### src/rtl/morse_keyer_pkg.sv
// Shared constants for the Morse transmit keyer: symbol codes, FSM encoding
// and the BCD unit width the timing configuration is built from.
package morse_keyer_pkg;

    localparam int UNIT_BCD_W = 6;

    localparam logic [1:0] SYM_DIT  = 2'b00;
    localparam logic [1:0] SYM_DAH  = 2'b01;
    localparam logic [1:0] SYM_CHAR = 2'b10;
    localparam logic [1:0] SYM_WORD = 2'b11;

    typedef enum logic [1:0] {
        ST_IDLE  = 2'd0,
        ST_MARK  = 2'd1,
        ST_SPACE = 2'd2,
        ST_GAP   = 2'd3
    } state_t;

endpackage

### src/rtl/morse_unit_timer.sv
// Prescaler (0..p-1) plus unit counter (0..n-1); done marks the last cycle of
// an n-unit phase. p and n must be at least 1.
module morse_unit_timer #(
    parameter int W = 24
) (
    input  logic         clk,
    input  logic         rst_n,
    input  logic         clear,
    input  logic [W-1:0] p,
    input  logic [W-1:0] n,
    output logic         unit_tick,
    output logic         done
);

    localparam logic [W-1:0] ONE = {{(W-1){1'b0}}, 1'b1};

    logic [W-1:0] presc;
    logic [W-1:0] units;

    assign unit_tick = (presc == p - ONE);
    assign done      = unit_tick && (units == n - ONE);

    // The unit counter holds on its last value so it never wraps inside a phase.
    always_ff @(posedge clk or negedge rst_n) begin
        if (!rst_n) begin
            presc <= '0;
            units <= '0;
        end else if (clear) begin
            presc <= '0;
            units <= '0;
        end else if (unit_tick) begin
            presc <= '0;
            if (!done) units <= units + ONE;
        end else begin
            presc <= presc + ONE;
        end
    end

endmodule

### src/rtl/morse_keyer.sv
// Morse transmit keyer: turns dit/dah/char-gap/word-gap symbols into a keyed
// output. Optional sidetone output enabled by MORSE_SIDETONE_EN.
//
// Handshake: a symbol transfers on a clock edge where sym_valid & sym_ready;
// sym_ready does not depend on sym_valid, and sym_code may change freely while
// sym_ready is low.
module morse_keyer
    import morse_keyer_pkg::*;
#(
    parameter int W        = UNIT_BCD_W * 4,
    parameter int TONE_DIV = 25000
) (
    input  logic         clk,
    input  logic         rst_n,
    input  logic [W-1:0] dit_units,
    input  logic [W-1:0] dah_units,
    input  logic [W-1:0] pause_units,
    input  logic [W-1:0] char_units,
    input  logic [W-1:0] word_units,
    input  logic [W-1:0] pulses_per_unit,
    input  logic         sym_valid,
    input  logic [1:0]   sym_code,
    output logic         sym_ready,
    output logic         key_out,
    output logic         busy
`ifdef MORSE_SIDETONE_EN
    ,
    output logic         tone_out
`endif
);

    localparam logic [W-1:0] ONE = {{(W-1){1'b0}}, 1'b1};

    if (TONE_DIV < 1) begin : g_tone_div_check
        $error("TONE_DIV must be at least 1");
    end

    function automatic logic [W-1:0] eff(input logic [W-1:0] v);
        return (v == '0) ? ONE : v;
    endfunction

    state_t       state, next_state;
    logic [W-1:0] mark_n, pause_n, gap_e, ppu_l;
    logic [W-1:0] timer_n;
    logic         t_tick, t_done, phase_done, accept, timer_clear;
    logic [W-1:0] gap_src;

    assign busy        = (state != ST_IDLE);
    assign phase_done  = (state == ST_GAP && gap_e == '0) ? 1'b1 : (t_tick & t_done);
    assign sym_ready   = (state == ST_IDLE) ||
                         ((state == ST_SPACE || state == ST_GAP) && phase_done);
    assign accept      = sym_valid & sym_ready;
    assign timer_clear = accept || (next_state != state) || (state == ST_IDLE);
    assign gap_src     = (sym_code == SYM_WORD) ? eff(word_units) : eff(char_units);

    always_comb begin
        timer_n = ONE;
        case (state)
            ST_MARK:  timer_n = mark_n;
            ST_SPACE: timer_n = pause_n;
            ST_GAP:   timer_n = (gap_e == '0) ? ONE : gap_e;
            default:  timer_n = ONE;
        endcase
    end

    always_comb begin
        next_state = state;
        case (state)
            ST_IDLE:  if (accept) next_state = sym_code[1] ? ST_GAP : ST_MARK;
            ST_MARK:  if (phase_done) next_state = ST_SPACE;
            ST_SPACE, ST_GAP: begin
                if (phase_done) begin
                    if (accept) next_state = sym_code[1] ? ST_GAP : ST_MARK;
                    else        next_state = ST_IDLE;
                end
            end
            default:  next_state = ST_IDLE;
        endcase
    end

    always_ff @(posedge clk or negedge rst_n) begin
        if (!rst_n) begin
            state   <= ST_IDLE;
            key_out <= 1'b0;
        end else begin
            state   <= next_state;
            key_out <= (next_state == ST_MARK);
        end
    end

    // Timing is captured once per symbol; the gap excess already discounts the
    // preceding element's space.
    always_ff @(posedge clk or negedge rst_n) begin
        if (!rst_n) begin
            mark_n  <= '0;
            pause_n <= '0;
            gap_e   <= '0;
            ppu_l   <= '0;
        end else if (accept) begin
            mark_n  <= (sym_code == SYM_DAH) ? eff(dah_units) : eff(dit_units);
            pause_n <= eff(pause_units);
            gap_e   <= (gap_src > eff(pause_units)) ? gap_src - eff(pause_units) : '0;
            ppu_l   <= eff(pulses_per_unit);
        end
    end

    morse_unit_timer #(.W(W)) u_timer (
        .clk       (clk),
        .rst_n     (rst_n),
        .clear     (timer_clear),
        .p         (ppu_l),
        .n         (timer_n),
        .unit_tick (t_tick),
        .done      (t_done)
    );

`ifdef MORSE_SIDETONE_EN
    localparam logic [31:0] TONE_LAST = TONE_DIV - 1;
    logic [31:0] tone_cnt;

    always_ff @(posedge clk or negedge rst_n) begin
        if (!rst_n) begin
            tone_cnt <= '0;
            tone_out <= 1'b0;
        end else if (!key_out) begin
            tone_cnt <= '0;
            tone_out <= 1'b0;
        end else if (tone_cnt == TONE_LAST) begin
            tone_cnt <= '0;
            tone_out <= ~tone_out;
        end else begin
            tone_cnt <= tone_cnt + 32'd1;
        end
    end
`endif

endmodule

### config.mk
export PLATFORM = sky130hd
export DESIGN_NAME = morse_keyer
export DESIGN_NICKNAME = d
export VERILOG_FILES = /design/src/rtl/morse_keyer_pkg.sv /design/src/rtl/morse_unit_timer.sv /design/src/rtl/morse_keyer.sv
export SDC_FILE = /design/constraint.sdc
export NUM_CORES = 1
export LEC_CHECK = 0
export CAP_MARGIN = 20
export CORE_MARGIN = 8
export CORE_UTILIZATION = 34
export CTS_CLUSTER_DIAMETER = 80
export CTS_CLUSTER_SIZE = 24
export DETAILED_ROUTE_END_ITERATION = 6
export PLACE_DENSITY_LB_ADDON = 0.1
export SLEW_MARGIN = 30
export SYNTH_ARGS = -nofsm -noshare
export SYNTH_HDL_FRONTEND = slang
export SYNTH_SLANG_ARGS = --single-unit
### constraint.sdc
create_clock -name clk -period 6.6 [get_ports clk]
set_input_delay 0.99 -clock clk [delete_from_list [all_inputs] [get_ports clk]]
set_output_delay 0.99 -clock clk [all_outputs]
set_load 0.005 [all_outputs]
==> run_results.csv <==
group,metric,value,unit
power_and_ir_drop,p_comb_frac,0.476,
critical_path,end_kind,"output port",
clocking,numCtsBuffers,17,
timing,clock.fmax,0.1596,GHz
clocking,clkSlewWorstSetupHoldPaths,70,ps
synthesis,synthCells,1137,
cells_and_area,syn_to_final_growth,23.87,%
global_route,grt_use_total,0.1896,
power_and_ir_drop,p_leak,5.448,nW
route,first_iter_violations,578,
floorplan,coreArea,0.03123,mm²
synthesis,synth_seq_cells,147,
place,dp_hpwl,28320,µm
synthesis,synthFlopType,"dfrtp_1",
critical_path,crit_top_cell,"nor4_1",
timing,tns,0,ps
timing,worst_slew_pin_slew,954.8,ps
floorplan,ioPinCount,152,
global_route,grt_max_degree,95,
clocking,root_buffer,"clkbuf_16",
clocking,cts.sinks,147,
route,wire_per_inst,21.21,µm
place,dp_slack,686.8,ps
timing,max-slew-margin-rel,0.3552,
power_and_ir_drop,netSwitchingFraction,0.4162,
power_and_ir_drop,p_int,0.002897,W
route,viasPerCell,5.641,
timing,rsz0062_at_grt,"no",
power_and_ir_drop,clkPwrFrac,0.211,
synthesis,synth_seq_area_share,0.3442,
cells_and_area,diodes,0,
timing,fin_ws,332.8,ps
cells_and_area,final_cells,1682,
global_route,antenna_found_initial,0,
synthesis,yosysWarnings,0,
floorplan,die_h,193.3,µm
critical_path,slowest_delay,780,ps
place,globalplace.congestion,0.9198,
hold_path,hp-class,"reg2reg",
cells_and_area,nets,1446,
place,portBuffers,151,
clocking,cts_tree,"yes",
flow_run,cap_violations,0,
synthesis,syn-num-nets,1315,
power_and_ir_drop,pwr-share-seq,0.312,
clocking,hold_buffers,0,
synthesis,syn_area_per_cell,9.399,µm²
timing,period_needed,6267,ps
power_and_ir_drop,ir_drop,0.0001782,V
critical_path,crit_type,"reg2out",
critical_path,required,5610,ps
route,drc,0,
synthesis,syn-cell-area,0.01069,mm²
clocking,cts.htree.levels,4,
clocking,clk_latency,440,ps
place,dp.cells,1651,
power_and_ir_drop,p_switching,0.002065,W
global_route,grt_pass1_wl,56500,µm
timing,slew_violations,0,
power_and_ir_drop,powerDensity,374.8,mW/mm²
route,ant_nets,0,
critical_path,path_max_fanout,10,
floorplan,initial_core_util,0.3422,
route,drt-total-wl,35680,µm
timing,skew,16.51,ps
place,placed_area,0.01259,mm²
floorplan,rows,65,
global_route,overflow,0,
run_status,status,"finished clean",
synthesis,synth_cell_types,82,
floorplan,die-area,0.03736,mm²
critical_path,start_kind,"register",
critical_path,arrival,5280,ps
synthesis,yosysTopAreaCell,"dfrtp_1",
critical_path,crit_path_top_delay_cell,"nor4_1",
timing,holdWs,496.2,ps
synthesis,synth_area_leaders,"dfrtp_1, xnor2_1, xor2_1, mux2_1, mux2_2",
critical_path,path_cells,"or4_1 > nor4_1 > nand2_1 > nor4_1 > o21ai_0 > nor4_1 > o2111ai_1 > o41ai_4 > nor2_1 > a21oi_1 > clkdlybuf4s50_1",
cells_and_area,design_area,0.01324,mm²
cells_and_area,drive_gt1_frac,0.08516,
synthesis,synth-edff-count,0,
clocking,clockBufferDepth,2,
synthesis,ys_async_sr_fraction,1.000,
floorplan,die_w,193.3,µm
route,drt-pass1-iter-count,6,
synthesis,synth_top_area_frac,0.3442,
global_route,grt_pass1_vias,9664,
route,num_vias,9489,
timing,post-route-period-util,0.9496,
timing,hold_viol_final,0,
timing,setup_viol,0,
==> per-layer routing <==
metal	routed length, µm	global-route usage	vias to the layer above	share of wire
li1	-	-	4585	-
met1	17110	0.2548	4638	0.48
met2	16560	0.3079	234	0.46
met3	1467	0.03627	32	0.041
met4	538	0.05074	0	0.015
met5	0	0	-	0
==> final timing paths <==
check / cells past startpoint / end / startpoint / slack [ps]
setup reg to reg: 11 / ppu_l[10]$_DFFE_PN0P_ / ppu_l[3]$_DFFE_PN0P_ / 1180
max in group asynchronous: 2 / state[0]$_DFF_PN0_ / rst_n / 4700
hold / removal: 1 / pause_n[0]$_DFFE_PN0P_ / pause_n[0]$_DFFE_PN0P_ / 500
hold reg to reg: 1 / pause_n[0]$_DFFE_PN0P_ / pause_n[0]$_DFFE_PN0P_ / 500
setup / recovery: 11 / sym_ready / ppu_l[3]$_DFFE_PN0P_ / 330
min in group asynchronous: 1 / ppu_l[5]$_DFFE_PN0P_ / rst_n / 620
==> repair_timing <==
item                                    CTS  global route
endpoints found under the hold margin     0             0
resized for setup                         0             4
endpoints found under the setup margin    0             1
setup buffers                             0             0
==> cells in the mapped netlist, types with 9 or more instances <==
| cell type | number |
|---|---|
| xnor2_1 | 55 |
| clkbuf_1 | 29 |
| and2_1 | 9 |
| ha_1 | 28 |
| xor2_1 | 50 |
| a2bb2oi_1 | 14 |
| nand2_1 | 48 |
| a21o_1 | 14 |
| a22oi_1 | 10 |
| a21oi_1 | 28 |
| o21ai_0 | 24 |
| dfrtp_1 | 147 |
| nand3_1 | 43 |
| inv_1 | 52 |
| nor3_1 | 21 |
| buf_2 | 9 |
| a22o_1 | 24 |
| nor2_1 | 92 |
| mux2i_1 | 22 |
| o2bb2ai_1 | 22 |
| a221oi_1 | 17 |
| nand4_1 | 26 |
| mux2_2 | 34 |
| mux2_1 | 38 |
| nor4_1 | 59 |
| and4_1 | 9 |
| a31oi_1 | 13 |
| mux2_4 | 10 |
| and3_1 | 22 |
| nor2b_1 | 13 |
| or3_1 | 12 |
==> stage by stage <==
stage	total power (W)	utilization
2_1_floorplan	0.003125	-
3_3_place_gp	0.003895	0.4031
3_5_place_dp	0.003902	0.4031
4_1_cts	0.004973	0.4231
5_1_grt	0.005296	0.4239
6_report	0.004962	0.4239
==> critical path, delay by kind of cell (launching register included) <==
kind,cells,cell delay (ps)
buffers and inverters,1,550
AO/OA/AOI/OAI,4,1120
flip-flops,1,440
AND/OR/NAND/NOR,6,2710
==> placed cells by master (no fill, tap or decap), drive strengths merged, types with 6 or more instances in the layout <==
cell type      count
o22ai              7
o31ai              6
nand4             26
ha                28
mux2              82
o2bb2ai           22
nand2             48
buf               14
clkbuf            18
a21o              14
mux2i             22
a22o              24
nor2b             13
xor2              50
and3              22
and2              10
clkdlybuf4s50    150
nor4              61
a2bb2oi           14
and4               9
a211oi             6
nor3              21
o21a               8
a31oi             14
a22oi             10
o211ai             7
nand3b             7
nor2              92
a32o               8
a221oi            17
xnor2             55
nand3             43
a21oi             28
inv               57
or4                7
nand2b             8
or3               12
dfrtp            147
o21ai             26
==> sequential cells by signal (all words and copies together), names as in the netlist <==
name / flops
u_timer.units: 24
key_out: 1
gap_e: 24
pause_n: 24
state: 2
mark_n: 24
u_timer.presc: 24
ppu_l: 24
==> power groups by stage <==
stage               Sequential, W  Combinational [W]  Clock, W
finish                    0.00155            0.00236   0.00105
global route              0.00160            0.00259   0.00111
CTS                       0.00154            0.00236   0.00107
detailed placement        0.00156            0.00235         0
global placement          0.00155            0.00234         0
floorplan                 0.00141            0.00172         0
==> cell type report <==
class | instances | area (µm²)
Inverter | 52 | 195.2
Timing Repair Buffer | 165 | 1633
Sequential cell | 147 | 3680
Clock buffer | 17 | 425.4
Tap cell | 402 | 503.0
Fill cell | 3089 | 17990
Clock inverter | 14 | 200.2
Multi-Input combinational cell | 885 | 6601
==> cells by family (layout without fill, tap and decap cells) <==
| family | Yosys count | count (layout) | share of synthesized area |
|---|---|---|---|
| multiplexers | 104 | 104 | 0.1105 |
| AND/OR/NAND/NOR | 400 | 400 | 0.2049 |
| buffers and inverters | 105 | 248 | 0.04145 |
| AO/OA/AOI/OAI | 247 | 247 | 0.1782 |
| flip-flops | 147 | 147 | 0.3442 |
| XOR/XNOR | 105 | 105 | 0.08606 |
| adder cells (fa/ha/maj) | 29 | 29 | 0.03466 |
Power figures use the tool's default switching activity.
